--- src/rtl/spectro_pkg.sv ---
// Shared definitions for the spectrogram serial readout stage.
// Holds the readout FSM state encoding and the default array geometry
// (word width, bins per frame, frames stored) used by spectro_serial_tx.
package spectro_pkg;

    localparam int DEF_WORD_W     = 8;
    localparam int DEF_NUM_BINS   = 4;
    localparam int DEF_NUM_FRAMES = 8;
    localparam int PAIRS_PER_WORD = DEF_WORD_W / 2;

    typedef enum logic [2:0] {
        IDLE  = 3'd0,
        FETCH = 3'd1,
        LOAD  = 3'd2,
        SHIFT = 3'd3,
        DRAIN = 3'd4
    } state_t;

endpackage

--- src/rtl/spectro_serial_tx.sv ---
// Drains the memorized time x bin word array over a 2-bit serial link.
// Words are read in address order (addr = frame*NUM_BINS + bin) and shifted
// out MSB pair first, one pair per readout tick.
//
// Ports:
//   input_acquisition_clk  single clock, rising edge
//   reset                  asynchronous, active-high
//   start                  1-cycle readout request (honoured only in IDLE with mem_valid)
//   abort                  synchronous abort back to IDLE, no done pulse
//   mem_valid              memorization-completed level from the memory stage
//   readout_tick           1-cycle strobe per serial clock edge (>= 4 clocks apart)
//   rd_en / rd_addr        memory read request; rd_data is valid the cycle after rd_en
//   serial_out             current bit pair
//   sl_time                marks the first pair of bin 0 of every frame
//   sl_ch                  marks the first pair of every word
//   sending_data           high from the first emitted pair until readout end
//   done                   1-cycle pulse at readout end
//   fsm_state              current FSM state, for observation
//
// Memory handshake: rd_en is a single-cycle request carrying rd_addr; there is
// no backpressure, and the word on rd_data is captured exactly one cycle later.
module spectro_serial_tx
    import spectro_pkg::*;
#(
    parameter int WORD_W     = DEF_WORD_W,
    parameter int NUM_BINS   = DEF_NUM_BINS,
    parameter int NUM_FRAMES = DEF_NUM_FRAMES,
    parameter int ADDR_W     = $clog2(NUM_BINS * NUM_FRAMES)
) (
    input  logic              input_acquisition_clk,
    input  logic              reset,
    input  logic              start,
    input  logic              abort,
    input  logic              mem_valid,
    input  logic              readout_tick,
    output logic              rd_en,
    output logic [ADDR_W-1:0] rd_addr,
    input  logic [WORD_W-1:0] rd_data,
    output logic [1:0]        serial_out,
    output logic              sl_time,
    output logic              sl_ch,
    output logic              sending_data,
    output logic              done,
    output state_t            fsm_state
);

    localparam int PAIRS     = WORD_W / 2;
    localparam int CNT_W     = (PAIRS > 1) ? $clog2(PAIRS) : 1;
    localparam int LAST_ADDR = NUM_BINS * NUM_FRAMES - 1;

    state_t              state;
    logic [ADDR_W-1:0]   addr;
    logic [WORD_W-1:0]   shreg;
    logic [CNT_W-1:0]    pair_cnt;
    logic                pending;

    logic first_bin;
    logic last_pair;
    logic last_addr;
    logic fire;

    // Bin index is addr modulo NUM_BINS; no separate bin/frame counters.
    assign first_bin = ((32'(addr) % NUM_BINS) == 0);
    assign last_pair = (pair_cnt == CNT_W'(PAIRS - 1));
    assign last_addr = (addr == ADDR_W'(LAST_ADDR));
    // A tick that landed in FETCH/LOAD is replayed on the first SHIFT cycle.
    assign fire      = readout_tick | pending;

    assign rd_addr   = addr;
    assign fsm_state = state;

    always_ff @(posedge input_acquisition_clk or posedge reset) begin
        if (reset) begin
            state        <= IDLE;
            addr         <= '0;
            shreg        <= '0;
            pair_cnt     <= '0;
            pending      <= 1'b0;
            rd_en        <= 1'b0;
            serial_out   <= 2'b00;
            sl_time      <= 1'b0;
            sl_ch        <= 1'b0;
            sending_data <= 1'b0;
            done         <= 1'b0;
        end else begin
            done  <= 1'b0;
            rd_en <= 1'b0;
            if (abort && state != IDLE) begin
                // Abort wins over a same-cycle tick and suppresses done.
                state        <= IDLE;
                addr         <= '0;
                pair_cnt     <= '0;
                pending      <= 1'b0;
                serial_out   <= 2'b00;
                sl_time      <= 1'b0;
                sl_ch        <= 1'b0;
                sending_data <= 1'b0;
            end else begin
                case (state)
                    IDLE: begin
                        if (start && mem_valid) begin
                            addr  <= '0;
                            rd_en <= 1'b1;
                            state <= FETCH;
                        end
                    end
                    FETCH: begin
                        if (readout_tick) pending <= 1'b1;
                        state <= LOAD;
                    end
                    LOAD: begin
                        // A second tick while pending is already set is dropped.
                        if (readout_tick) pending <= 1'b1;
                        shreg    <= rd_data;
                        pair_cnt <= '0;
                        state    <= SHIFT;
                    end
                    SHIFT: begin
                        if (fire) begin
                            pending      <= 1'b0;
                            serial_out   <= shreg[WORD_W-1 -: 2];
                            shreg        <= shreg << 2;
                            sl_ch        <= (pair_cnt == '0);
                            sl_time      <= (pair_cnt == '0) && first_bin;
                            sending_data <= 1'b1;
                            pair_cnt     <= pair_cnt + 1'b1;
                            if (last_pair) begin
                                if (last_addr) begin
                                    state <= DRAIN;
                                end else begin
                                    addr  <= addr + 1'b1;
                                    rd_en <= 1'b1;
                                    state <= FETCH;
                                end
                            end
                        end
                    end
                    DRAIN: begin
                        if (readout_tick) begin
                            serial_out   <= 2'b00;
                            sl_time      <= 1'b0;
                            sl_ch        <= 1'b0;
                            sending_data <= 1'b0;
                            done         <= 1'b1;
                            state        <= IDLE;
                        end
                    end
                    default: state <= IDLE;
                endcase
            end
        end
    end

endmodule

--- config.mk ---
export PLATFORM = sky130hd
export DESIGN_NAME = spectro_serial_tx
export DESIGN_NICKNAME = d
export VERILOG_FILES = /design/src/rtl/spectro_pkg.sv /design/src/rtl/spectro_serial_tx.sv
export SDC_FILE = /design/constraint.sdc
export NUM_CORES = 1
export LEC_CHECK = 0
export CAP_MARGIN = 20
export CORE_MARGIN = 2
export CORE_UTILIZATION = 35
export DETAILED_ROUTE_END_ITERATION = 16
export GPL_TIMING_DRIVEN = 0
export SETUP_SLACK_MARGIN = 0.2
export SYNTH_ARGS = -nofsm -noshare
export SYNTH_HDL_FRONTEND = slang
export SYNTH_SLANG_ARGS = --single-unit
--- constraint.sdc ---
create_clock -name input_acquisition_clk -period 1.75 [get_ports input_acquisition_clk]
set_clock_uncertainty 0.15 [all_clocks]
set_input_delay 0.2625 -clock input_acquisition_clk [delete_from_list [all_inputs] [get_ports input_acquisition_clk]]
set_output_delay 0.2625 -clock input_acquisition_clk [all_outputs]
set_load 0.005 [all_outputs]
==> metrics.cfg, run 1 <==
[worst_setup_path]
reg2reg_setup_slack_ps=-80
critical_path.startpoint_type=register
arrival_ps=1840
cp_max_fo=4
worst-setup-path-type=register to register
end_kind=register
crit_required_ps=1760

[pwr]
p_per_area_nw_per_um2=870
p_leak_nw=1.09
vdd_ir_drop_max_uv=476

[sta]
tns_ps=-177
fin_ws_ps=-82.6
max-slew-margin-rel_pct=70.3
hold_viol_final=0
finalMaxSlewViolations=0
tightest_slew_ps=443
fin_crit_ps=1830
fmax_mhz=546
period_share_pct=105
timing.hold.ws_ps=87.1
rsz0062_at_grt=true
finalSetupViolCount=3

[detailed_routing]
drt-met1-wl_um=1360
drtPass1Iterations=4
dr_wl_met2_um=1680
topRoutingLayerUsed=met4
wl_per_cell_um=14.1
wirelength_um=3210
ant_nets=0
wl_met3_um=99
drc=0
via_count=1190
vias_per_cell=5.22
drt-initial-drc-count=33

[finish]
syn2layout_area_growth_pct=59.7
layout.cells.non_filler=228
post-route-util_pct=58.5
finalNetCount=200
n_fill_cell=328
final-seq-area_um2=651
antenna_cells=0
drive_above_1_share_pct=37.8
multi_input_area_um2=788

[logic_synthesis]
synthTopCellsByArea=dfrtp_1 (49%), ha_1 (4.7%), a22o_1 (4.6%)
syn_nets=145
synth_area_um2=1340
syn_inst=126
ys_ff_latch=26
syn_area_per_cell_um2=10.6
netlist_top_cells_count=dfrtp_1 (26), nand2_1 (12), o21ai_0 (12), a22o_1 (7), inv_1 (7)
synth_top_area_share_pct=48.5
yosysTopAreaCell=dfrtp_1
synth_cell_type_count=42
synthFlopType=dfrtp_1
synth_edf_count=0
async_flop_share_pct=100
synth_most_common_cell=dfrtp_1
yosysSeqAreaShare_pct=48.5
ys_warn_count=0

[cts]
clockRootBuffer=clkbuf_8
cts_inserted_buffers=3
clock_sinks=26
clock_latency_ps=270
clkTransAtPathRegs_ps=90
clockBufferDepth=2
cts_max_level=1
cts_tree=yes

[placed_design]
placed_cells=202
place.gp.congestion=0.839
portBuffers=28
hpwl_um=2050

[die]
die_y_um=65.9
rows=22
die_w_um=65.9
ios=29
die_area_um2=4340
start_util_pct=36.6
core_area_um2=3660

[status]
outcome=finished, violations left
violations=negative setup slack

[grt]
grt_pass1_vias=1188
antenna_found_initial=0
grt_usage_pct=15.6
grt_max_degree=27
grt_pass1_wl_um=5200
gr-total-overflow=0

[job]
cap_violations=0

[hold_path]
hold_class=primary input to async pin

-- metrics by stage --
stage	setup WS, ps	instance area [um2]	power, mW
6_report	-82.6	2140	1.86
5_1_grt	-142	2140	1.98
4_1_cts	-101	1950	1.77
3_5_place_dp	-452	1720	1.21
3_3_place_gp	-438	1720	1.20
2_1_floorplan	-70.7	1380	1.06
-- registers in the layout, indices dropped and copies added (netlist names) --
name,cells
rd_en,1
rd_addr,5
sl_time,1
serial_out,2
fsm_state,3
pending,1
done,1
sending_data,1
shreg,8
pair_cnt,2
sl_ch,1
-- critical path, cell delays in order, from the launching register on --
cell and delay (ps):
dfrtp_1 400, ha_2 190, and3_4 180, ha_4 170
and3b_2 250, o221ai_4 120, o21ai_2 170, o41ai_2 90
-- cells by family (layout without fill, tap and decap cells) --
kind of cell | after synthesis | after routing | share of synthesized area (%)
AO/OA/AOI/OAI | 40 | 40 | 21.5
AND/OR/NAND/NOR | 35 | 35 | 14.1
flip-flops | 26 | 26 | 48.5
buffers and inverters | 13 | 67 | 5.97
multiplexers | 7 | 7 | 5.32
adder cells (fa/ha/maj) | 5 | 5 | 4.66
-- where the power goes --
group	total, mW	internal [mW]	switching, mW
registers	0.818	0.721	0.0970
clock network	0.501	0.306	0.195
logic	0.543	0.293	0.250
total	1.86	1.32	0.542
-- layout make-up --
type | instances | area share (%)
repair buffers | 50 | 22.3
well taps | 48 | 2.80
clock inverters | 1 | 1.40
inverters | 7 | 1.23
plain buffers | 6 | 3.15
multi-input cells | 87 | 36.8
clock buffers | 3 | 1.93
flip-flops and latches | 26 | 30.4
-- timing repair --
item                       4_1_cts  5_1_grt
pin swaps                       10       17
buffers inserted                11        9
hold buffers                     0        0
setup endpoints to repair       33       29
gates cloned                     1        0
resized for setup               34       28
-- placed cells by master, fill, tap and decap left out, drive strengths merged, types with 2 or more instances in the layout --
cell type,n
a22o,7
nand2b,2
buf,28
dlymetal6s2s,6
nor2,6
o221ai,2
clkbuf,4
dlygate4sd2,7
nor3b,2
or3,2
o22ai,2
clkdlybuf4s50,13
dfrtp,26
inv,7
mux2i,6
o21ai,15
nand2,12
nor3,4
ha,5
a21oi,3
-- final timing paths --
kind / start / cells past startpoint / endpoint
setup / recovery: rd_addr[0] / 7 / rd_addr[3]
hold / removal: reset / 2 / shreg[4]
setup reg to reg: rd_addr[0] / 7 / rd_addr[3]
hold reg to reg: sl_time / 1 / sl_time
max in group asynchronous: reset / 3 / rd_addr[2]
min in group input_acquisition_clk: sl_time / 1 / sl_time
-- per-layer routing --
metal | vias to the layer above | track usage (%)
li1 | 575 | -
met1 | 581 | 19.2
met2 | 28 | 26.4
met3 | 6 | 1.70
met4 | 0 | 8.85
met5 | - | 0
No activity file was read; power rests on OpenSTA's default activity.
==> inputs of run 2 (changes only) <==
PLACE_DENSITY_LB_ADDON = 0.05   (was default)
==> metrics.cfg, run 2 (synthesis gave the netlist of run 1 again) <==
[cts]
cts_max_level=1
clock_sinks=26
cts_tree=yes
cts_inserted_buffers=3
clkTransAtPathRegs_ps=100
clockRootBuffer=clkbuf_8
clock_latency_ps=270
holdBufCountCts=0
clockBufferDepth=2

[placed_design]
place.gp.congestion=0.839
portBuffers=28
hpwl_um=2120
place_area_um2=1720

[worst_setup_path]
critical_path.startpoint_type=register
startpoint=rd_addr[1]
end_kind=register
critical-path-slowest-cell=dfrtp_2
worstSetupPathDepth=7
slowest_delay_ps=440
arrival_ps=1840
cp_max_fo=4
crit_path_frequent_cell=ha_4
crit_required_ps=1770
r2r_cells=7
path_delay_family=flip-flops
path_cells=ha_4 > and3_4 > ha_4 > and3b_2 > o221ai_4 > o21ai_2 > o41ai_2
cp_num_buf_inv=0
crit-reg2reg-launch=rd_addr[1]
worst-setup-path-type=register to register

[pwr]
power.total_mw=1.84
p_leak_nw=1.09
p_per_area_nw_per_um2=859
vdd_ir_drop_max_uv=319

[sta]
rsz0062_at_grt=true
hold_viol_final=0
finalSetupViolCount=4
tightest_slew_ps=433
period_share_pct=104
fmax_mhz=548
finalMaxSlewViolations=0
fin_crit_ps=1820
max-slew-margin-rel_pct=71.0
fin_ws_ps=-74.8

[detailed_routing]
drt-initial-drc-count=36
via_count=1178
drc=0
ant_nets=0
wirelength_um=3200
vias_per_cell=5.17
wl_per_cell_um=14.0
drtPass1Iterations=4

[die]
core_area_um2=3660
die_w_um=65.9
ios=29
die_y_um=65.9
die_area_um2=4340
start_util_pct=36.6
rows=22

[finish]
largest_reg_flops=8
final_cell_mix=dfrtp_1 (25), buf_4 (14), clkdlybuf4s50_1 (13)
final_common_cell=dfrtp_1
final_area_um2=2150
antenna_cells=0
drive_above_1_share_pct=36.1
finalNetCount=200
top_register=shreg
n_fill_cell=313
syn2layout_area_growth_pct=60.0

[grt]
grt_max_degree=27
grt_pass1_vias=1214
grt_usage_pct=16.5
grt_pass1_wl_um=5550
gr-total-overflow=0
antenna_found_initial=0

[job]
cap_violations=0

[status]
outcome=finished, violations left
violations=negative setup slack

[hold_path]
hold_class=primary input to async pin

-- run 2: cell counts in the layout (fill, tap and decap cells not counted) --
Identical to the previous run, type by type.
-- run 2: worst paths after layout --
| kind | to | slack, ps |
|---|---|---|
| max | rd_addr[3] | -70 |
| min | serial_out[0] | 40 |
| max reg2reg | rd_addr[3] | -70 |
| min reg2reg | shreg[4] | 350 |
| max in group asynchronous | rd_addr[1] | 1030 |
| min in group input_acquisition_clk | shreg[4] | 350 |
-- run 2: layout make-up --
type,count,area [um2],share of cell area [%]
flip-flops and latches,26,652,30.4
well taps,48,60.1,2.80
inverters,7,26.3,1.22
clock inverters,1,30.0,1.40
plain buffers,6,63.8,2.97
repair buffers,50,490,22.9
multi-input cells,87,782,36.4
clock buffers,3,41.3,1.92
-- run 2: per-stage QoR --
step | instances | worst slack [ps] | hold WS, ps | TNS, ps | util [%]
after floorplan | 126 | -70.7 | 153 | -168 | -
after global placement | 202 | -442 | 319 | -5270 | 47.1
after detailed placement | 202 | -511 | 324 | -6000 | 47.1
after CTS | 221 | -108 | 344 | -268 | 54.4
after global routing | 228 | -182 | 51.3 | -773 | 58.6
final | 228 | -74.8 | 40.7 | -231 | 58.6
-- run 2: report_power, final --
group	internal (mW)	total, mW	leakage [nW]	switching [mW]
sequential	0.721	0.812	0.345	0.0911
combinational	0.284	0.526	0.709	0.242
clock	0.306	0.505	0.0357	0.199
-- run 2: repair_timing --
| action | 4_1_cts | 5_1_grt |
|---|---|---|
| buffers inserted | 15 | 5 |
| setup endpoints to repair | 33 | 29 |
| pin swaps | 11 | 12 |
| cloned | 0 | 1 |
| gates resized for setup | 28 | 34 |
-- run 2: worst register-to-register path, stage by stage, from the launching register on --
cell and delay (ps):
dfrtp_2 440, ha_4 170, and3_4 180, ha_4 170
and3b_2 250, o221ai_4 120, o21ai_2 160, o41ai_2 80
-- run 2: routing by layer --
metal	vias up	track usage, %	part of all wire, %
li1	575	-	-
met3	6	2.56	3.9
met4	0	7.81	1.6
met2	27	27.8	51
met1	570	20.6	44
met5	-	0	0
